==> src/rtl/spi_cmd_queue.sv <==
`default_nettype none
// ==================================================================
// spi_cmd_queue : queued SPI master with settings bus and readback FIFO
// Revision: 1.0
// ==================================================================
module spi_cmd_queue #(
   parameter logic [7:0] SR_BASE    = 8'd168,
   parameter logic [7:0] RB_BASE    = 8'd24,
   parameter int         NUM_SEN    = 8,
   parameter int         DEPTH_LOG2 = 4
) (
   input  logic               clk,
   input  logic               reset,
   input  logic               set_stb,
   input  logic [7:0]         set_addr,
   input  logic [31:0]        set_data,
   input  logic               rb_rd,
   input  logic [7:0]         rb_addr,
   output logic               rb_stb,
   output logic [63:0]        rb_data,
   output logic [NUM_SEN-1:0] sen,
   output logic               sclk,
   output logic               mosi,
   input  logic               miso,
   output logic               rb_avail
);
   localparam int DEPTH = 1 << DEPTH_LOG2;
   localparam int CW    = 55 + NUM_SEN;
   localparam logic [7:0] A_DIV    = SR_BASE;
   localparam logic [7:0] A_CFG    = SR_BASE + 8'd1;
   localparam logic [7:0] A_PUSH   = SR_BASE + 8'd2;
   localparam logic [7:0] A_FLUSH  = SR_BASE + 8'd3;
   localparam logic [7:0] A_RBDATA = RB_BASE + 8'd1;
   localparam logic [DEPTH_LOG2:0] PTR_ONE = 1;

   typedef enum logic [2:0] {S_IDLE, S_SETUP, S_LEAD, S_TRAIL, S_HOLD, S_GAP} state_t;

   state_t               r_state;
   logic [15:0]          r_cfg_div;
   logic [5:0]           r_cfg_nbits;
   logic                 r_cfg_cpol;
   logic [NUM_SEN-1:0]   r_cfg_mask;
   logic [CW-1:0]        r_cmd_mem [DEPTH];
   logic [31:0]          r_rb_mem  [DEPTH];
   logic [DEPTH_LOG2:0]  r_cmd_wp, r_cmd_rp, r_rb_wp, r_rb_rp;
   logic                 r_cmd_ovf, r_rb_ovf, r_discard;
   logic [15:0]          r_div, r_tcnt;
   logic [5:0]           r_nbits, r_bitcnt;
   logic                 r_cpol;
   logic [31:0]          r_tx, r_rx;

   logic [DEPTH_LOG2:0]  w_cmd_cnt, w_rb_cnt;
   logic                 w_cmd_full, w_cmd_empty, w_rb_full, w_rb_empty;
   logic                 w_pop, w_push, w_push_ok, w_flush, w_tdone, w_rb_push, w_rb_pop, w_rb_push_ok;
   logic [CW-1:0]        w_cmd_head;
   logic [31:0]          w_hd_data, w_rb_head;
   logic [NUM_SEN-1:0]   w_hd_mask;
   logic [5:0]           w_hd_nbits, w_hd_neff;
   logic                 w_hd_cpol;
   logic [15:0]          w_hd_div;

   assign w_cmd_cnt   = r_cmd_wp - r_cmd_rp;
   assign w_rb_cnt    = r_rb_wp - r_rb_rp;
   assign w_cmd_full  = w_cmd_cnt[DEPTH_LOG2];
   assign w_rb_full   = w_rb_cnt[DEPTH_LOG2];
   assign w_cmd_empty = (w_cmd_cnt == '0);
   assign w_rb_empty  = (w_rb_cnt == '0);
   assign rb_avail    = !w_rb_empty;

   // Queue entry: {div, cpol, nbits, sen_mask, data}, snapshotted at push time
   assign w_cmd_head = r_cmd_mem[r_cmd_rp[DEPTH_LOG2-1:0]];
   assign w_hd_data  = w_cmd_head[31:0];
   assign w_hd_mask  = w_cmd_head[32 +: NUM_SEN];
   assign w_hd_nbits = w_cmd_head[32+NUM_SEN +: 6];
   assign w_hd_cpol  = w_cmd_head[38+NUM_SEN];
   assign w_hd_div   = w_cmd_head[39+NUM_SEN +: 16];
   assign w_hd_neff  = (w_hd_nbits == 6'd0 || w_hd_nbits > 6'd32) ? 6'd32 : w_hd_nbits;
   assign w_rb_head  = r_rb_mem[r_rb_rp[DEPTH_LOG2-1:0]];

   assign w_flush      = set_stb && (set_addr == A_FLUSH);
   assign w_push       = set_stb && (set_addr == A_PUSH);
   assign w_pop        = (r_state == S_IDLE) && !w_cmd_empty;
   assign w_push_ok    = w_push && (!w_cmd_full || w_pop);
   assign w_tdone      = (r_tcnt == r_div);
   assign w_rb_push    = (r_state == S_HOLD) && w_tdone && !r_discard && !w_flush;
   assign w_rb_pop     = rb_rd && (rb_addr == A_RBDATA) && !w_rb_empty;
   assign w_rb_push_ok = w_rb_push && (!w_rb_full || w_rb_pop);

   always_ff @(posedge clk) begin
      if (reset) begin
         r_cfg_div   <= 16'd7;
         r_cfg_nbits <= 6'd0;
         r_cfg_cpol  <= 1'b0;
         r_cfg_mask  <= '0;
      end else if (set_stb) begin
         if (set_addr == A_DIV)
            r_cfg_div <= set_data[15:0];
         if (set_addr == A_CFG) begin
            r_cfg_nbits <= set_data[5:0];
            r_cfg_cpol  <= set_data[8];
            r_cfg_mask  <= set_data[16 +: NUM_SEN];
         end
      end
   end

   always_ff @(posedge clk) begin
      if (w_push_ok)
         r_cmd_mem[r_cmd_wp[DEPTH_LOG2-1:0]] <= {r_cfg_div, r_cfg_cpol, r_cfg_nbits, r_cfg_mask, set_data};
      if (w_rb_push_ok)
         r_rb_mem[r_rb_wp[DEPTH_LOG2-1:0]] <= r_rx;
   end

   always_ff @(posedge clk) begin
      if (reset || w_flush) begin
         r_cmd_wp  <= '0;
         r_cmd_rp  <= '0;
         r_cmd_ovf <= 1'b0;
         r_rb_wp   <= '0;
         r_rb_rp   <= '0;
         r_rb_ovf  <= 1'b0;
      end else begin
         if (w_pop)
            r_cmd_rp <= r_cmd_rp + PTR_ONE;
         if (w_push_ok)
            r_cmd_wp <= r_cmd_wp + PTR_ONE;
         else if (w_push)
            r_cmd_ovf <= 1'b1;
         if (w_rb_pop)
            r_rb_rp <= r_rb_rp + PTR_ONE;
         if (w_rb_push_ok)
            r_rb_wp <= r_rb_wp + PTR_ONE;
         else if (w_rb_push)
            r_rb_ovf <= 1'b1;
      end
   end

   always_ff @(posedge clk) begin
      if (reset) begin
         r_state   <= S_IDLE;
         sen       <= '1;
         sclk      <= 1'b0;
         mosi      <= 1'b0;
         r_div     <= '0;
         r_nbits   <= '0;
         r_cpol    <= 1'b0;
         r_tcnt    <= '0;
         r_bitcnt  <= '0;
         r_tx      <= '0;
         r_rx      <= '0;
         r_discard <= 1'b0;
      end else begin
         if (r_state != S_IDLE)
            r_tcnt <= w_tdone ? 16'd0 : r_tcnt + 16'd1;
         case (r_state)
            S_IDLE: begin
               sclk <= r_cfg_cpol;
               if (w_pop) begin
                  r_div    <= w_hd_div;
                  r_nbits  <= w_hd_neff;
                  r_cpol   <= w_hd_cpol;
                  r_tx     <= {w_hd_data[30:0], 1'b0};
                  r_rx     <= '0;
                  r_tcnt   <= '0;
                  r_bitcnt <= '0;
                  sen      <= ~w_hd_mask;
                  sclk     <= w_hd_cpol;
                  mosi     <= w_hd_data[31];
                  r_state  <= S_SETUP;
               end
            end
            S_SETUP: if (w_tdone) begin
               sclk    <= ~r_cpol;
               r_state <= S_LEAD;
            end
            S_LEAD: begin
               if (r_tcnt == 16'd0)
                  r_rx <= {r_rx[30:0], miso};
               if (w_tdone) begin
                  sclk    <= r_cpol;
                  mosi    <= r_tx[31];
                  r_tx    <= {r_tx[30:0], 1'b0};
                  r_state <= S_TRAIL;
               end
            end
            S_TRAIL: if (w_tdone) begin
               if (r_bitcnt == r_nbits - 6'd1) begin
                  r_state <= S_HOLD;
               end else begin
                  r_bitcnt <= r_bitcnt + 6'd1;
                  sclk     <= ~r_cpol;
                  r_state  <= S_LEAD;
               end
            end
            S_HOLD: if (w_tdone) begin
               sen     <= '1;
               r_state <= S_GAP;
            end
            S_GAP: if (w_tdone)
               r_state <= S_IDLE;
            default: r_state <= S_IDLE;
         endcase
         // A flush while a command is on the wire lets it finish but drops its result
         if (w_flush && (r_state != S_IDLE || w_pop))
            r_discard <= 1'b1;
         else if (w_pop)
            r_discard <= 1'b0;
      end
   end

   always_ff @(posedge clk) begin
      if (reset) begin
         rb_stb  <= 1'b0;
         rb_data <= '0;
      end else begin
         rb_stb <= rb_rd;
         if (rb_rd) begin
            if (rb_addr == RB_BASE)
               rb_data <= {32'd0, 13'd0, r_rb_ovf, r_cmd_ovf, (r_state != S_IDLE),
                           8'(w_rb_cnt), 8'(w_cmd_cnt)};
            else if (rb_addr == A_RBDATA)
               rb_data <= w_rb_empty ? 64'd0 : {31'd0, 1'b1, w_rb_head};
            else
               rb_data <= 64'h0BADC0DE0BADC0DE;
         end
      end
   end
endmodule
`default_nettype wire

==> config.mk <==
export PLATFORM = sky130hd
export DESIGN_NAME = spi_cmd_queue
export DESIGN_NICKNAME = d
export VERILOG_FILES = /design/src/rtl/spi_cmd_queue.sv
export SDC_FILE = /design/constraint.sdc
export NUM_CORES = 2
export LEC_CHECK = 0
export BUFFER_PORTS_ARGS = -buffer_cell sky130_fd_sc_hd__buf_2
export CORE_ASPECT_RATIO = 1.2
export CORE_UTILIZATION = 56
export CTS_CLUSTER_DIAMETER = 30
export DETAILED_ROUTE_END_ITERATION = 10
export GPL_TIMING_DRIVEN = 1
export PLACE_DENSITY = 0.87
export SLEW_MARGIN = 15
export SYNTH_ARGS = -nofsm -noshare
export SYNTH_HDL_FRONTEND = slang
export SYNTH_SLANG_ARGS = --single-unit
==> constraint.sdc <==
create_clock -name clk -period 7.5 [get_ports clk]
set_input_delay 1.5 -clock clk [delete_from_list [all_inputs] [get_ports clk]]
set_output_delay 1.5 -clock clk [all_outputs]
set_load 0.005 [all_outputs]
[Word level (Yosys, flattened, before mapping)]
Memories as Yosys holds them, arrays and structs flattened. A register that Yosys moved wholly into a read port is not among the register bits.
Cells that the tools add are included.
Storage, ports and cells
  register bits: 241
  bits in writable memories: 1520
  input bits: 53
  logic and storage cells: 153
  memories: 2
Memories
  r_cmd_mem: words 16, bits a word 63, read ports 1, clocked after Yosys merged registers in 1, write ports 1, line 43  | logic [CW-1:0] r_cmd_mem [DEPTH];
  r_rb_mem: words 16, bits a word 32, read ports 1, clocked after Yosys merged registers in 1, write ports 1, line 44  | logic [31:0] r_rb_mem [DEPTH];
Operators by class
  add/subtract/negate cells: 9
  order comparisons: 1
  equal/unequal tests: 21
  mux-type cells: 48
  bitwise gates (word level): 4
  reduce and logical (&&, ||, !) cells: 44
Operators with widths (count)
  two-way mux 32 bit: 4
  case mux 32 bit (2 select lines): 2
  two-way mux 60 bit: 2
  two-way mux 16 bit: 4
  two-way mux 33 bit: 1
  == test 8 bit (second input constant): 4
  two-way mux 6 bit: 4
  two-way mux 3 bit: 7
  adder 5 x 1 -> 5 bit (second input constant): 4
  case mux 3 bit (6 select lines): 1
  adder 16 x 1 -> 16 bit (second input constant): 1
  == test 16 bit: 1
  == test 8 x 5 -> 1 bit (second input constant): 2
  logical NOT 16 bit: 1
  two-way mux 4 bit: 4
  two-way mux 8 bit: 2
  != test 2 bit (second input constant): 8
  case mux 8 bit (2 select lines): 1
  two-way mux 1 bit: 13
  case mux 6 bit (2 select lines): 1
  logical AND 1 bit: 11
  logical NOT 5 bit: 2
  AND reduction 2 bit: 5
  subtractor 5 bit: 2
  22 further kinds: 40

[Depth between registers and ports, before layout]
  word-level depth: 8
  mapped depth: 13
  mapped depth without buffers: 10

[Least setup slack after synthesis]
OpenSTA, ideal clock, no wires.
  path kind: input-to-reg
  start: in set_addr[2]
  end: mem r_cmd_mem[3][0] (netlist bit), enable pin
  data arrival time: 6904 ps
  data required time: 6938 ps
  slack: 34 ps
  stages on the path: 6
  cell sequence: nor3b_1 nand2_1 nor3b_1 a21boi_2 nand2_1 nor3_1
Between the ends
  longest elaborated chain between the ends: 5
RTL lines
  start: declaration: line 15  | input logic [7:0] set_addr,
  == test 8 bit: line 81  | assign w_push = set_stb && (set_addr == A_PUSH);
  logical AND 1 bit: line 81
  logical AND 1 bit: line 83  | assign w_push_ok = w_push && (!w_cmd_full || w_pop);
  two-way mux 1 bit: line 107  | if (w_push_ok)
  two-way mux 1 bit (implied by the code): line 108  | r_cmd_mem[r_cmd_wp[DEPTH_LOG2-1:0]] <= {r_cfg_div, r_cfg_cpol, r_cfg_nbits, r_cfg_mask, set_data};
  end: declaration: line 43
No other way between the ends.

[Worst setup path after layout]
  start: reg r_rb_wp[0]
  end: out rb_avail
Between the ends
  longest elaborated chain between the ends: 3
RTL lines
  start: declaration: line 45  | logic [DEPTH_LOG2:0] r_cmd_wp, r_cmd_rp, r_rb_wp, r_rb_rp;
  start signal: assignment: line 131  | r_rb_wp <= r_rb_wp + PTR_ONE;
  subtractor 5 bit: line 63  | assign w_rb_cnt = r_rb_wp - r_rb_rp;
  logical NOT 5 bit: line 67  | assign w_rb_empty = (w_rb_cnt == '0);
  logical NOT 1 bit: line 68  | assign rb_avail = !w_rb_empty;
  end: declaration: line 25  | output logic rb_avail
No other way between the ends.

==> reports/qor.txt <==
share of post-route cells with drive strength above 1 = 28.5%
Switching Fraction = 26.4%
number of synthesized flops with an enable pin = 1,520
Tmin final = 5.19 ns
Setup CP Type = reg2out
CTS Sinks = 1,738
Yosys cell types = 64
Leakage Power = 25.4 nW
Post-synth top flop = edfxtp_1
relative slew slack = 14.8%
switching pwr = 0.00733 W
post-synthesis sequential area ratio = 74.4%
clk root buf = clkbuf_16
clk slew on worst S/H paths = 0.07 ns
initial antenna violation count = 7
Cell Pwr Density = 351 nW/um2
grt ovf = 0
fmax = 193 MHz
worst skew pair latency = 0.88 ns
Remaining DRCs = 0
most common cell after layout, fill and taps aside = edfxtp_1
Yosys reg bits = 1,738
final setup TNS = 0 ns
r2r worst-path depth = 10
CP Max Fanout = 11
Syn Area/Cell = 19.4 um2
number of max-cap violations = 0
global-route wire length before repair = 261 mm
dpl cells = 4,960
dpl ws = 2.13 ns
drt wl/cell = 32.7 um
H-tree lvl count = 5
clk_skew = 0.0971 ns
Worst Hold Endpoint = rb_data[29]
Core ar. = 118,000 um2
ANT nets after route = 0
Clock Tree Buf Depth = 4
worst reg2reg setup slack = 2.77 ns
critical path data required time = 6.00 ns
nets = 3,785
DR vias/cell = 6.89
Area Growth Syn to Fin = 17.4%
Post-DP HPWL = 83.6 mm
setup repair bufs after CTS = 0
Comb pwr share = 13.6%
PostCTS Resize Cnt = 0
Setup-failing EPs final = 0
Min-Delay Path Class = reg2reg
Reg power frac = 39.3%
CTS tree = built
DR vias = 37,700
CTS Hold Bufs = 0
Synth warnings = 0
die area = 121,000 um2
outcome = complete, no violations
final worst slack = 2.31 ns
Routed Wire Length = 179 mm
WHS Path Cells = 2
Worst EP arrival = 3.69 ns
die width = 318 um
commonest cells after routing, fill and taps aside = edfxtp_1, mux4_2, clkbuf_16, dfxtp_1, nor2_1
RSZ-0062 raised after global routing = false
GRT Util Overall = 29.5%
Worst setup SP type = flip-flop
I/O pins = 129
crit path capture type = primary output
Async SR Flop Fraction = 0%
number of I/O port buffers = 113
total CTS buffers = 285
Mapped Area = 67,200 um2
period utilization = 69.2%
Post-Layout Cell Count = 5,466
Die Ht = 382 um
clock group share of total power = 47.1%
largest net degree at the start of global routing = 104
vias in the first global route = 39,000
pins over their slew limit = 0
drt pass-1 iters = 10
Critical R2R Launch = r_cmd_wp[0]
Starting Density = 56.8%
worst vdd ir = 0.000443 V
Internal = 0.0204 W
Std-Cell Rows = 138
DRT iter0 DRCs = 5,599
gpl congestion = 0.868
Critical R2R Capture = r_cmd_mem[15][34]
Syn Inst Count = 3,464
Hold Startpoint = rb_data[29]
Final Hold Viols = 0
Slew @ Worst Pin = 1.28 ns
==> critical path, stage by stage, from the launching register on <==
cell and delay, ns:
dfxtp_1 0.44, inv_1 0.15, ha_1 0.26, fa_1 0.42, nor2b_1 0.16, o21a_1 0.15, o21ai_0 0.15, a21oi_1 0.42
nand2_1 0.41, buf_2 0.28
==> per-stage QoR <==
stage / instance area (um2) / util [%] / hold WS, ns / total power, W
2_1_floorplan: 67300 / - / 0.432 / 0.0137
3_3_place_gp: 69400 / 58.6 / 0.431 / 0.0145
5_1_grt: 78900 / 66.6 / 0.491 / 0.0283
3_5_place_dp: 69400 / 58.6 / 0.441 / 0.0146
4_1_cts: 78900 / 66.6 / 0.464 / 0.0277
6_report: 78900 / 66.6 / 0.459 / 0.0277
==> synth_stat cells (25+ instances only) <==
library cell  number  area, um2
edfxtp_1        1520      45600
mux4_2           407       9170
dfxtp_1          218       4360
nor2_1           150        563
nand2_1          135        507
a21oi_1          119        596
clkbuf_1          92        345
mux2i_1           92        921
a211oi_1          81        608
buf_2             67        335
buf_4             50        375
o21ai_0           50        250
nor2b_1           47        294
nor3_1            46        230
xnor2_1           38        333
mux2_2            36        405
inv_1             34        128
nand3b_1          33        248
nand3_1           25        125
==> flip-flops by register name, indices dropped and copies added (netlist names), 8 cells and up, named ones only <==
name,flops
r_cfg_div,16
r_cfg_mask,8
r_cmd_mem,1008
r_div,16
r_rb_mem,512
r_rx,32
r_tcnt,16
r_tx,31
rb_data,34
sen,8
==> per-layer routing <==
layer,up-vias,global-route usage (%),share of wire [%]
met3,696,7.09,11
met5,-,0,0.014
met4,4,15.5,5.3
met2,3340,49.6,51
li1,14500,-,-
met1,19100,35.4,33
==> logic make-up (layout without fill, tap and decap cells) <==
| family | count (synthesis) | after routing | synth area share, % |
|---|---|---|---|
| AO/OA/AOI/OAI | 330 | 330 | 3.13 |
| XOR/XNOR | 61 | 61 | 0.794 |
| adder cells (fa/ha/maj) | 24 | 24 | 0.469 |
| buffers and inverters | 258 | 702 | 1.87 |
| flip-flops | 1738 | 1738 | 74.4 |
| multiplexers | 535 | 535 | 15.6 |
| other | 1 | 19 | 0.00558 |
| AND/OR/NAND/NOR | 517 | 517 | 3.77 |
==> worst max path at each step <==
| stage | startpoint | to |
|---|---|---|
| CTS | r_rb_wp[0] | rb_avail |
| finish | r_rb_wp[0] | rb_avail |
| detailed placement | set_addr[6] | r_cmd_mem[12][10] |
| global placement | set_addr[2] | r_cmd_mem[11][19] |
| global route | r_rb_wp[0] | rb_avail |
| floorplan | set_addr[2] | r_cmd_mem[3][0] |
==> power groups by stage <==
stage	Clock [W]	Combinational [W]	Sequential, W
after floorplan	0	0.00281	0.0109
final	0.0130	0.00378	0.0109
after global placement	0	0.00341	0.0111
after detailed placement	0	0.00352	0.0111
after global routing	0.0135	0.00395	0.0109
after CTS	0.0131	0.00371	0.0109
==> final cells by class <==
| class | count | area [um2] |
|---|---|---|
| Tap cell | 1540 | 1930 |
| Timing Repair Buffer | 167 | 1140 |
| Inverter | 34 | 128 |
| Sequential cell | 1738 | 50000 |
| Multi-Input combinational cell | 1482 | 16200 |
| Fill cell | 6605 | 39500 |
| Clock inverter | 181 | 2070 |
| Clock buffer | 320 | 7400 |
| Antenna cell | 4 | 10.0 |
No activity file was read; power rests on OpenSTA's default activity.
